### config.mk
export PLATFORM = sky130hd
export DESIGN_NAME = ghr_ctrl
export DESIGN_NICKNAME = d
export VERILOG_FILES = /design/src/rtl/ghr_ctrl.sv
export SDC_FILE = /design/constraint.sdc
export NUM_CORES = 1
export LEC_CHECK = 0
export BUFFER_PORTS_ARGS = -buffer_cell sky130_fd_sc_hd__buf_4
export CORE_UTILIZATION = 35
export CTS_CLUSTER_SIZE = 28
export DETAILED_ROUTE_END_ITERATION = 16
export PLACE_DENSITY = 0.56
export SYNTH_ARGS = -nofsm -noshare
export SYNTH_HDL_FRONTEND = slang
export SYNTH_SLANG_ARGS = --single-unit
export TNS_END_PERCENT = 5
### constraint.sdc
create_clock -name clk -period 8.6 [get_ports clk]
set_clock_uncertainty 0.1 [all_clocks]
set_input_delay 0.43 -clock clk [delete_from_list [all_inputs] [get_ports clk]]
set_output_delay 0.43 -clock clk [all_outputs]
set_load 0.01 [all_outputs]
### src/rtl/ghr_ctrl.sv
// Global branch history controller: speculative/committed GHR tracking, mispredict
// recovery FSM, and a small FIFO that serializes resolved branches onto the PHT write port.
module ghr_ctrl #(
   parameter int GHR_WIDTH = 8,
   parameter int QDEPTH    = 4
) (
   input  logic                 clk,
   input  logic                 rst,
   input  logic                 if1_br_valid,
   input  logic                 if1_pred_taken,
   input  logic                 if1_stall,
   input  logic                 ex_br_valid,
   input  logic                 ex_branched,
   input  logic                 ex_mispredict,
   input  logic [31:0]          ex_pc,
   input  logic [GHR_WIDTH-1:0] ex_ghr_snap,
   input  logic                 flush,
   input  logic                 upd_hold,
   output logic [GHR_WIDTH-1:0] ghr_spec,
   output logic [GHR_WIDTH-1:0] ghr_arch,
   output logic                 pht_we,
   output logic                 pht_branched,
   output logic [31:0]          pht_pc,
   output logic [GHR_WIDTH-1:0] pht_ghr,
   output logic                 upd_full,
   output logic [7:0]           drop_cnt,
   output logic                 recovering
);

   localparam int AW = (QDEPTH > 1) ? $clog2(QDEPTH) : 1;
   localparam int CW = AW + 1;

   localparam logic [0:0] RUN     = 1'b0;
   localparam logic [0:0] RECOVER = 1'b1;

   typedef struct packed {
      logic [31:0]          pc;
      logic [GHR_WIDTH-1:0] ghr;
      logic                 br;
   } upd_t;

   logic [0:0]           state_q, state_d;
   logic [GHR_WIDTH-1:0] spec_q, spec_d;
   logic [GHR_WIDTH-1:0] arch_q, arch_d;
   logic [7:0]           drop_q, drop_d;
   logic [AW-1:0]        wptr_q, rptr_q;
   logic [CW-1:0]        cnt_q, cnt_d;
   upd_t                 mem_q [QDEPTH];

   logic mispred, empty, full, pop, push, drop;

   assign mispred = ex_br_valid & ex_mispredict;
   assign empty   = (cnt_q == '0);
   assign full    = (cnt_q == CW'(QDEPTH));
   assign pop     = !empty & !upd_hold;
   // A full queue still accepts when the head drains in the same cycle.
   assign push    = ex_br_valid & (!full | pop);
   assign drop    = ex_br_valid & full & !pop;

   always_comb begin
      arch_d = ex_br_valid ? {arch_q[GHR_WIDTH-2:0], ex_branched} : arch_q;
      spec_d = spec_q;
      if (mispred)
         spec_d = {ex_ghr_snap[GHR_WIDTH-2:0], ex_branched};
      else if (flush)
         spec_d = arch_d;
      else if (state_q == RUN && if1_br_valid && !if1_stall)
         spec_d = {spec_q[GHR_WIDTH-2:0], if1_pred_taken};
   end

   always_comb begin
      state_d = mispred ? RECOVER : RUN;
      drop_d  = (drop && drop_q != 8'hFF) ? drop_q + 8'd1 : drop_q;
      cnt_d   = cnt_q;
      case ({push, pop})
         2'b10:   cnt_d = cnt_q + CW'(1);
         2'b01:   cnt_d = cnt_q - CW'(1);
         default: cnt_d = cnt_q;
      endcase
   end

   always_ff @(posedge clk or posedge rst) begin
      if (rst) begin
         state_q <= RUN;
         spec_q  <= '0;
         arch_q  <= '0;
         drop_q  <= '0;
         wptr_q  <= '0;
         rptr_q  <= '0;
         cnt_q   <= '0;
         for (int i = 0; i < QDEPTH; i++) mem_q[i] <= '0;
      end else begin
         state_q <= state_d;
         spec_q  <= spec_d;
         arch_q  <= arch_d;
         drop_q  <= drop_d;
         cnt_q   <= cnt_d;
         if (push) begin
            mem_q[wptr_q] <= '{pc: ex_pc, ghr: ex_ghr_snap, br: ex_branched};
            wptr_q        <= wptr_q + AW'(1);
         end
         if (pop) rptr_q <= rptr_q + AW'(1);
      end
   end

   assign ghr_spec     = spec_q;
   assign ghr_arch     = arch_q;
   assign pht_we       = pop;
   assign pht_pc       = mem_q[rptr_q].pc;
   assign pht_ghr      = mem_q[rptr_q].ghr;
   assign pht_branched = mem_q[rptr_q].br;
   assign upd_full     = full;
   assign drop_cnt     = drop_q;
   assign recovering   = (state_q == RECOVER);

endmodule

# == Word level (Yosys, flattened, before mapping) ==
# Index checks and enable logic that the tools add are counted.
# totals
regBits,196
latch_bits,0
ram_bits,0
rom_bits,0
out_inout_bits,68
word_cells,64
mem_count,0
# classes
add_sub_neg,5
multipliers,0
div_mod_pow,0
n_lt_le_gt_ge,3
n_eq_ne,4
shifts,0
n_mux,12
bitwise_logic,9
n_reduce_logical,12
# ops
cell,count
$bwmux 164,1
$mux 41,3
$bmux 41 s2,1
$demux 41 s2,1
$mux 8,4
$add 8x1->8 const B,1
$ne 8x8->1 const B,1
$ge 3x3->1 const B,2
$not 2->3,2
$pmux 3 s2,1
$and 1x1->1,5
$logic_not 1->1,5
$add 2x1->2 const B,2
$logic_and 1x1->1,4
$add 3x1->3 const B,1
$eq 3x3->1 const B,1
$logic_not 3->1,1
$lt 3x1->1 const B,1
$reduce_bool 3->1,1
$sub 3x1->3 const B,1
$eq 2x1->1 const B,1
$eq 2x2->1 const B,1
$reduce_bool 2->1,1
$mux 1,1
other kinds (2),2

# == Depth between registers and ports, before layout ==
# Gate-level depths: netlist (run 1).
# depth
ltp_word,7
ltp_mapped,9
depth_no_buf,8

# == Worst setup path after synthesis (run 1) ==
# No wires, ideal clock.
# synth_path
path_kind,register to register
from,register cnt_q[0]
to,register cnt_q[2]
setup_ns,0.079
arrival_time_ns,1.894
t_required_ns,8.421
slack_ns,6.527
stages_incl_launch_ff,10
period_less_slack_ns,2.073
cell_sequence,dfrtp_1 -> nand4bb_4 -> buf_6 -> nand2_1 -> ha_1 -> inv_1 -> fa_1 -> xor2_1 -> nor2_1 -> xor2_1
# synth_between
elab_chain_len,7
# synth_lines
element,line_no,rtl
"start, declared",47,"logic [CW-1:0] cnt_q, cnt_d;"
"start signal, assigned",97,cnt_q <= cnt_d;
$logic_not 3->1,53,assign empty = (cnt_q == '0);
$logic_not 1->1,55,assign pop = !empty & !upd_hold;
$and 1x1->1,55,
$or 1x1->1,57,assign push = ex_br_valid & (!full | pop);
$and 1x1->1,57,
$eq 2x1->1 or $eq 2x2->1 (tied branches),75,"case ({push, pop})"
$pmux 3 s2 or $reduce_bool 2->1 (tied branches),n/a,
# Several ways; a longest one is shown, not always the timed one.
# A chain may end at the register's enable or synchronous reset.

# == Worst setup path after layout (run 1) ==
# layout_path
from,register rptr_q[0]
to,output pht_pc[2]
# layout_between
elab_chain_len,4
# layout_lines
element,line_no,rtl
"start, declared",46,"logic [AW-1:0] wptr_q, rptr_q;"
"start signal, assigned",102,if (pop) rptr_q <= rptr_q + AW'(1);
$not 2->3 (not written as such),109,assign pht_pc = mem_q[rptr_q].pc;
$bmux 41 s2,109,
$mux 41 (2 in a row),n/a,
"end, declared",23,"output logic [31:0] pht_pc,"
# Every way passes these cells. The select of a mux whose other input is x is not followed.

==> out/metrics.cfg, run 1 <==
[outcome]
outcome = complete, no violations

[global_routing]
grt_pass1_vias = 5802
grt_pass1_wl_um = 31100
grt_max_degree = 119
antenna_found_initial = 1
overflow = 0
track_usage = 0.154

[power]
power_density_mw_per_mm2 = 388
leakagePower_nw = 4.64
finalPower_mw = 4.12
peakVddDrop_mv = 0.161

[route]
viasPerCell = 5.15
drc = 0
first_iter_violations = 218
first_pass_iters = 4
via_count = 5199
postRouteAntennaNets = 0
wirelength_um = 19000
wl_per_cell_um = 18.8

[logic_synthesis]
synth.distinct_cells = 46
synth_top_family_by_area = multiplexers
syn-num-nets = 622
synth-compound-area-share = 0.0276
synthArstFlopShare = 1.00
synth_adder_area_share = 0.0107
yosysWarnings = 0
yosys.area_share.simple = 0.0429
muxShareOfSynthArea = 0.326
ys.flop_type = dfrtp_1
syn_inst = 565
synth_xor_area_frac = 0.00888
synth_area_sq_mm = 0.00887
synth-seq-cells = 196
syn_area_per_cell_sq_um = 15.7
seq_area_frac_synth = 0.553
synth-edff-count = 0

[job]
maxCapViolCount = 0

[layout]
final_cells = 1009
mostFrequentLayoutCell = dfrtp_1
multi_input_area_sq_mm = 0.00372
fill_cells = 2232
drive_gt1_frac = 0.554
nets = 728
layout_common_cells = dfrtp_1, mux2_2, buf_4, mux4_2, clkbuf_16
seq_area_sq_mm = 0.00491
final_cell_area_sq_mm = 0.0106
utilization = 0.431
syn2layout_area_growth_pct = 19.5

[clocking]
path_clk_slew_ns = 0.08
cts-root-buf = clkbuf_16
cts_tree = yes
max-clock-path-buffers = 2
numCtsBuffers = 17
cts_sinks = 196
post_cts_buffers = 0
postCtsHoldBufs = 0
cts-resized-gates = 0
htreeDepth = 4
worst_skew_pair.late_latency_ns = 0.42

[floorplan]
dieArea_sq_mm = 0.0260
core_area_sq_mm = 0.0246
die_y_um = 161
start_util = 0.361
dieWidth_um = 161
row_count = 57
io_pins = 118

[placed_design]
gp_congestion = 0.774
pre_cts_slack_ns = 6.14
post_dp_cell_area_sq_mm = 0.0100
io_buffers = 117
dp_hpwl_um = 11700
dp_cells = 976

[timing]
fin_crit_ns = 2.84
min_period_over_period = 0.330
setup_viol = 0
fmax_ghz = 0.352
drv_slew = 0
finalHoldViolations = 0
fin_ws_ns = 5.76
rsz0062_at_grt = no
worst_slew_pin_slew_ns = 0.985
max_slew_margin = 0.343
fin_setup_tns_ns = 0
whs_ns = 0.0435

[critical_path]
crit_path_max_incr_delay_ns = 1.05
slowest_stage = dfrtp_4
critical_path_arrival_ns = 2.31
path_class = reg -> out
path_cells = mux4_2, buf_4
cp_max_fo = 43
end_kind = primary output
required_ns = 8.07
setup.worst_path.start_class = flop

[hold_path]
hold_path_class = in -> async

-- synthesized netlist by cell type, types with 2 or more instances --
cell type    n  area, sq um
mux4_2      41          923
a41oi_1      5         43.8
xnor2_1      3         26.3
a211o_1      2         17.5
buf_4       18          135
nand3b_1     7         52.6
nand3_1      9         45.0
ha_1         6         75.1
inv_1       10         37.5
nor2_1       3         11.3
mux2i_1      4         40.0
dfrtp_1    196         4900
a31oi_1      2         12.5
nand2_1      8         30.0
a21oi_1      4         20.0
nor2b_1      5         31.3
a21o_1       7         52.6
o21ai_0      5         25.0
xor2_1       6         52.6
and3b_1      5         43.8
buf_2        8         40.0
nor3_1       9         45.0
mux2_4       2         30.0
buf_6        3         33.8
mux2_2     169         1900
nand2b_1     2         12.5
and3_1       2         12.5
clkbuf_1     6         22.5
-- sequential cells by signal, summed over array words and instances (netlist names) --
signal,count
cnt_q,3
rptr_q,2
ghr_spec,8
wptr_q,2
drop_cnt,8
ghr_arch,8
recovering,1
mem_q,164
-- routing by layer --
layer / up-vias / part of all wire / GRT usage
met4: 0 / 0.0082 / 0.0309
li1: 2312 / - / -
met3: 12 / 0.047 / 0.0434
met1: 2762 / 0.44 / 0.196
met5: - / 0 / 0
met2: 113 / 0.50 / 0.261
-- power by group --
group | switching, mW | internal (mW) | total [mW]
clock network | 0.360 | 0.448 | 0.808
registers | 0.283 | 1.36 | 1.64
logic | 0.640 | 1.03 | 1.67
-- area by class of cell --
class                   count  share of cell area
flip-flops and latches    196               0.463
multi-input cells         323               0.350
clock buffers              19              0.0418
clock inverters            13              0.0153
repair buffers            123              0.0870
diodes                      1            0.000236
inverters                  10             0.00425
well taps                 324              0.0382
-- worst paths after layout --
path	startpoint	slack, ns	depth (start not counted)	to
min reg2reg	rptr_q[1]	0.36	1	rptr_q[1]
max	rptr_q[0]	5.76	2	pht_pc[2]
min	rst	0.04	2	mem_q[69]
max reg2reg	cnt_q[0]	6.28	8	cnt_q[2]
max in group asynchronous	rst	6.78	3	rptr_q[0]
min in group clk	ex_pc[23]	0.16	2	mem_q[73]
-- worst max-delay path: cells and delay by family, from the launching register on --
family   cells  cell delay, ns
flops        1            1.05
mux          1            0.65
buf+inv      1            0.17
-- cells by family (layout without fill, tap and decap cells) --
group / count (synthesis) / count (layout)
buf+inv: 46 / 165
other cells: 0 / 1
compound gates: 33 / 33
flops: 196 / 196
simple gates: 58 / 58
xor+xnor: 9 / 9
mux: 216 / 216
fa+ha+maj: 7 / 7
Power figures use the tool's default switching activity.
==> run 2: changes to the inputs <==
--- a/config.mk
+++ b/config.mk
@@ -9,7 +9,7 @@
 export CORE_UTILIZATION = 35
 export CTS_CLUSTER_SIZE = 28
 export DETAILED_ROUTE_END_ITERATION = 16
-export PLACE_DENSITY = 0.56
+export PLACE_DENSITY = 0.58
 export SYNTH_ARGS = -nofsm -noshare
 export SYNTH_HDL_FRONTEND = slang
 export SYNTH_SLANG_ARGS = --single-unit
==> constraint.sdc (replaced) <==
create_clock -name clk -period 2.4 [get_ports clk]
set_clock_uncertainty 0.1 [all_clocks]
set_input_delay 0.12 -clock clk [delete_from_list [all_inputs] [get_ports clk]]
set_output_delay 0.12 -clock clk [all_outputs]
set_load 0.01 [all_outputs]
==> run 2 against run 1 <==
  * Die area did not move
  * Core utilization rose by 2.6 points
  * Hold slack worse by 0.016 ns
  * Count of clock-buffer cells in the layout grew 1
  * Sequential power grew to 3.5 times the previous value
  * Cell count increased by 5.4%
  * Total power grew to 3.7 times the previous value
  * Register-to-register slack worse by 6.0 ns
  * Combinational power increased to 3.9 times the previous value
  * Global-route usage grew 0.52 points
  * Wire length increased by 2.2%
  * Highest routed layer unchanged
==> out/metrics.cfg, run 2 (same netlist as run 1, synthesis figures left out) <==
[outcome]
outcome = complete, no violations

[timing]
min_period_over_period = 0.910
max_slew_margin = 0.615  ; +0.272
fin_crit_ns = 2.18
setup_viol = 0  ; unchanged
finalHoldViolations = 0  ; unchanged
drv_slew = 0  ; unchanged
rsz0062_at_grt = no
worst_slew_pin_slew_ns = 0.578  ; -0.407 ns
fmax_ghz = 0.458

[layout]
largest_register_ffs = 164  ; unchanged
syn2layout_area_growth_pct = 26.8
regMostFlops = mem_q
nets = 783  ; +7.6%
layout_common_cells = dfrtp_1, mux2_2, buf_4, dlygate4sd3_1, mux4_2
mostFrequentLayoutCell = dfrtp_1
diodes = 0  ; -1
drive_gt1_frac = 0.528  ; -0.0264
final_cell_area_sq_mm = 0.0113  ; +6.1%

[route]
postRouteAntennaNets = 0  ; unchanged
via_count = 5431  ; +4.5%
first_iter_violations = 158  ; -28%
viasPerCell = 5.11  ; -0.84%
first_pass_iters = 4  ; unchanged
wl_per_cell_um = 18.3  ; -3.0%
drc = 0  ; unchanged
wirelength_um = 19400  ; +2.2%

[clocking]
htreeDepth = 4  ; unchanged
numCtsBuffers = 17  ; unchanged
cts-resized-gates = 0  ; unchanged
cts_tree = yes
cts-root-buf = clkbuf_16
postCtsHoldBufs = 45  ; +45
path_clk_slew_ns = 0.07  ; about the same
max-clock-path-buffers = 2  ; unchanged
cts_sinks = 196  ; unchanged
worst_skew_pair.late_latency_ns = 0.43  ; about the same
post_cts_buffers = 0  ; unchanged

[critical_path]
worst-path-buf-inv = 2  ; +1
r2r.worst_path.cells = 8  ; unchanged
critical_path_arrival_ns = 1.96  ; -0.35 ns
path_class = reg -> out
crit_top_cell = buf_4
path_cells = buf_4, mux4_2, buf_4
end_kind = primary output
cp_max_fo = 18  ; -58%
required_ns = 2.18  ; -5.89 ns
crit_cells = 3  ; +1
critPathTopFamily = multiplexers
slowest_stage = mux4_2
setup.worst_path.start_class = flop
crit_path_max_incr_delay_ns = 0.58  ; -0.47 ns

[global_routing]
track_usage = 0.159  ; +0.00522
antenna_found_initial = 0  ; -1
grt_max_degree = 104  ; -13%
overflow = 0  ; unchanged
grt.busiest_layer = met2
use_met2 = 0.271  ; +0.00960
grt_pass1_vias = 6089  ; +4.9%
grt_pass1_wl_um = 32100  ; +3.3%
met1_usage = 0.199  ; +0.00377
grt_util_met3 = 0.0416  ; -0.00180

[floorplan]
dieWidth_um = 161  ; unchanged
io_pins = 118  ; unchanged
dieArea_sq_mm = 0.0260  ; unchanged
row_count = 57  ; unchanged
start_util = 0.361  ; unchanged
core_area_sq_mm = 0.0246  ; unchanged
die_y_um = 161  ; unchanged

[hold_path]
hold_path_class = in -> reg
min_path_cells = 3

[power]
peakVddDrop_mv = 0.683  ; +330%
leakagePower_nw = 4.93  ; +6.2%
power_density_mw_per_mm2 = 1340  ; +250%
finalPower_mw = 15.1  ; +270%

[placed_design]
gp_congestion = 0.791  ; +2.2%
dp_hpwl_um = 12900  ; +9.6%
post_dp_cell_area_sq_mm = 0.0102  ; +2.0%
io_buffers = 117  ; unchanged

[job]
maxCapViolCount = 0  ; unchanged

-- run 2: changes by cell type in the layout (fill, tap and decap cells not counted), moves of 2 or more --
cell / delta
clkbuf_8: +2
inv_8: -3
dlygate4sd3_1: +45
clkinv_2: +2
buf_12: +10
-- run 2: routing by layer --
| layer | vias to the layer above | routed length, um |
|---|---|---|
| li1 | 2412 | - |
| met1 | 2879 | 8580 |
| met2 | 121 | 9810 |
| met3 | 19 | 850 |
| met4 | 0 | 182 |
| met5 | - | 0 |
-- run 2: area by class of cell --
class                   count  area [sq um]
fillers                  2194         13400
flip-flops and latches    196          4910
multi-input cells         323          3720
repair buffers            178          1570
clock buffers              20           467
well taps                 324           405
clock inverters            12           141
inverters                  10          41.3
-- run 2: per-stage QoR --
stage	utilization	worst slack, ns	hold slack, ns	setup TNS, ns	std cells
global placement	0.414	0.309	0.238	0	986
floorplan	-	-0.352	0.170	-69.07	565
detailed placement	0.414	0.302	0.254	0	986
CTS	0.457	0.144	0.00304	0	1063
finish	0.457	0.216	0.0272	0	1063
global route	0.457	0.115	0.0133	0	1063
-- run 2: worst paths after layout --
check	endpoint	slack (ns)	start
setup / recovery	pht_branched	0.22	rptr_q[0]
hold / removal	ghr_spec[5]	0.03	ex_mispredict
setup reg to reg	cnt_q[2]	0.26	cnt_q[2]
hold reg to reg	mem_q[66]	0.40	mem_q[66]
max in group asynchronous	rptr_q[0]	1.36	rst
min in group asynchronous	drop_cnt[3]	0.31	rst
-- run 2: power breakdown --
part / internal [mW] / switching, mW
sequential: 4.87 / 0.821
combinational: 3.91 / 2.60
clock: 1.64 / 1.27
total: 10.4 / 4.69
-- run 2: worst reg2reg max path: cells and delay by family, from the launching register on --
kind	cells	cell delay [ns]
adders and majority gates	2	0.63
buffers and inverters	1	0.06
xor gates and xnor gates	2	0.30
DFF	1	0.45
and+or+nand+nor	3	0.52
==> run 3: changes to the inputs <==
==> constraint.sdc (replaced) <==
create_clock -name clk -period 2.4 [get_ports clk]
set_clock_uncertainty 0.1 [all_clocks]
set_input_delay 0.12 -clock clk [delete_from_list [all_inputs] [get_ports clk]]
set_output_delay 0.12 -clock clk [all_outputs]
set_load 0.1 [all_outputs]
==> run 3 against run 2 <==
  * Non-clock buffer count is 2 higher
  * Critical path depth unchanged
  * Cell count increased by 0.28%
  * Fmax up 1.2%
  * Via count fell by 0.42%
  * Count of clock-buffer cells in the layout is 1 lower
  * Critical path type unchanged
==> out/metrics.cfg, run 3 (same netlist as run 1, synthesis figures left out) <==
[timing]
drv_slew = 0  ; unchanged
fin_crit_ns = 2.16  ; -0.0263 ns
worst_slew_pin_slew_ns = 0.609  ; +0.0318 ns
finalHoldViolations = 0  ; unchanged
fmax_ghz = 0.464  ; +1.2%
rsz0062_at_grt = no
max_slew_margin = 0.594  ; -0.0212
min_period_over_period = 0.899  ; -0.0110
setup_viol = 0  ; unchanged
whs_ns = 0.0628  ; +0.0356 ns

[layout]
regMostFlops = mem_q
layout_common_cells = dfrtp_1, mux2_2, buf_4, dlygate4sd3_1, mux4_2
multi_input_area_sq_mm = 0.00372  ; about the same
nets = 785  ; +0.26%
seq_area_sq_mm = 0.00491  ; unchanged
final_cell_area_sq_mm = 0.0112  ; -0.24%
syn2layout_area_growth_pct = 26.5
largest_register_ffs = 164  ; unchanged
final_cells = 1066  ; +0.28%
drive_gt1_frac = 0.528  ; about the same
mostFrequentLayoutCell = dfrtp_1
fill_cells = 2189  ; -0.23%

[global_routing]
grt_pass1_vias = 6061  ; -0.46%
track_usage = 0.161  ; +0.00230
antenna_found_initial = 1  ; +1
grt_max_degree = 102  ; -1.9%
grt_pass1_wl_um = 32500  ; +1.3%
overflow = 0  ; unchanged

[clocking]
path_clk_slew_ns = 0.08  ; about the same
cts-root-buf = clkbuf_16
cts_sinks = 196  ; unchanged
htreeDepth = 4  ; unchanged
max-clock-path-buffers = 2  ; unchanged
cts-resized-gates = 0  ; unchanged
cts_tree = yes
numCtsBuffers = 17  ; unchanged
worst_skew_pair.late_latency_ns = 0.43  ; about the same

[route]
wirelength_um = 19800  ; +2.1%
dr_wl_met3_um = 925  ; +8.8%
first_pass_iters = 4  ; unchanged
viasPerCell = 5.07  ; -0.70%
maxUsedRoutingLayer = met4
wl_per_cell_um = 18.6  ; +1.8%
via_count = 5408  ; -0.42%
met2_length_um = 10100  ; +2.6%
postRouteAntennaNets = 0  ; unchanged
wl_met1_um = 8610  ; +0.43%
first_iter_violations = 332  ; +110%
drc = 0  ; unchanged

[critical_path]
setup.worst_path.start_class = flop
cp_max_fo = 23  ; +5
worst-path-buf-inv = 2  ; unchanged
critPathLaunch = rptr_q[0]
path_class = reg -> out
slowest_stage = mux4_2
required_ns = 2.18  ; about the same
crit_path_max_incr_delay_ns = 0.57  ; about the same
critPathTopFamily = multiplexers
end_kind = primary output
r2r-start = cnt_q[0]
path_cells = buf_12, mux4_2, buf_4
critical_path_arrival_ns = 1.94  ; -0.02 ns

[placed_design]
dp_hpwl_um = 13000  ; +1.3%
post_dp_cell_area_sq_mm = 0.0102  ; -0.15%
gp_congestion = 0.818  ; +3.4%
io_buffers = 117  ; unchanged
dp_cells = 987  ; +0.10%

[floorplan]
start_util = 0.361  ; unchanged
dieArea_sq_mm = 0.0260  ; unchanged
io_pins = 118  ; unchanged
core_area_sq_mm = 0.0246  ; unchanged
row_count = 57  ; unchanged
die_y_um = 161  ; unchanged
dieWidth_um = 161  ; unchanged

[outcome]
outcome = complete, no violations

[hold_path]
hold_path_class = in -> reg
hold_path_startpoint = if1_pred_taken

[job]
maxCapViolCount = 0  ; unchanged

run 3: changes by cell type in the layout (fill, tap and decap cells not counted), moves of 3 or more:
cell / delta
inv_6: -3
inv_8: +3
buf_4: +3
clkinvlp_4: +3
run 3: final cells by class:
type | instances | share of cell area
Antenna cell | 1 | 0.000223
Clock buffer | 19 | 0.0395
Clock inverter | 13 | 0.0125
Inverter | 10 | 0.00368
Multi-Input combinational cell | 323 | 0.331
Sequential cell | 196 | 0.437
Tap cell | 324 | 0.0361
Timing Repair Buffer | 180 | 0.140
run 3: per-layer routing:
metal | up-vias | global-route usage
met3 | 23 | 0.0401
met5 | - | 0
li1 | 2422 | -
met4 | 0 | 0.0412
met1 | 2841 | 0.207
met2 | 122 | 0.272
run 3: worst paths after layout:
check | endpoint | slack [ns] | cells after the start
worst min-delay path | ghr_spec[0] | 0.06 | 4
min in group asynchronous | drop_cnt[3] | 0.30 | 4
worst min register to register | mem_q[70] | 0.40 | 1
max in group asynchronous | mem_q[134] | 1.38 | 4
worst max-delay path | pht_pc[31] | 0.24 | 3
worst max register to register | cnt_q[2] | 0.33 | 8
run 3: worst min-delay path, cell delays in order:
cell	delay (ns)
buf_4	0.09
nand2b_1	0.05
o221ai_1	0.16
mux2_4	0.14
run 3: timing repair:
action                    in CTS  in global routing
hold buffers                  46                  0
buffers inserted               0                  0
hold endpoints to repair     368                  0
run 3: metrics by stage:
step | utilization | TNS (ns) | setup WS [ns]
final | 0.456 | 0 | 0.243
after global routing | 0.456 | 0 | 0.151
after CTS | 0.456 | 0 | 0.194
after detailed placement | 0.414 | 0 | 0.336
after global placement | 0.414 | 0 | 0.421
after floorplan | - | -69.36 | -0.352
Power of run 3 is left out: the tool's default activity adds up to more than one toggle a clock period on the data nets, which glitch-free logic cannot reach.
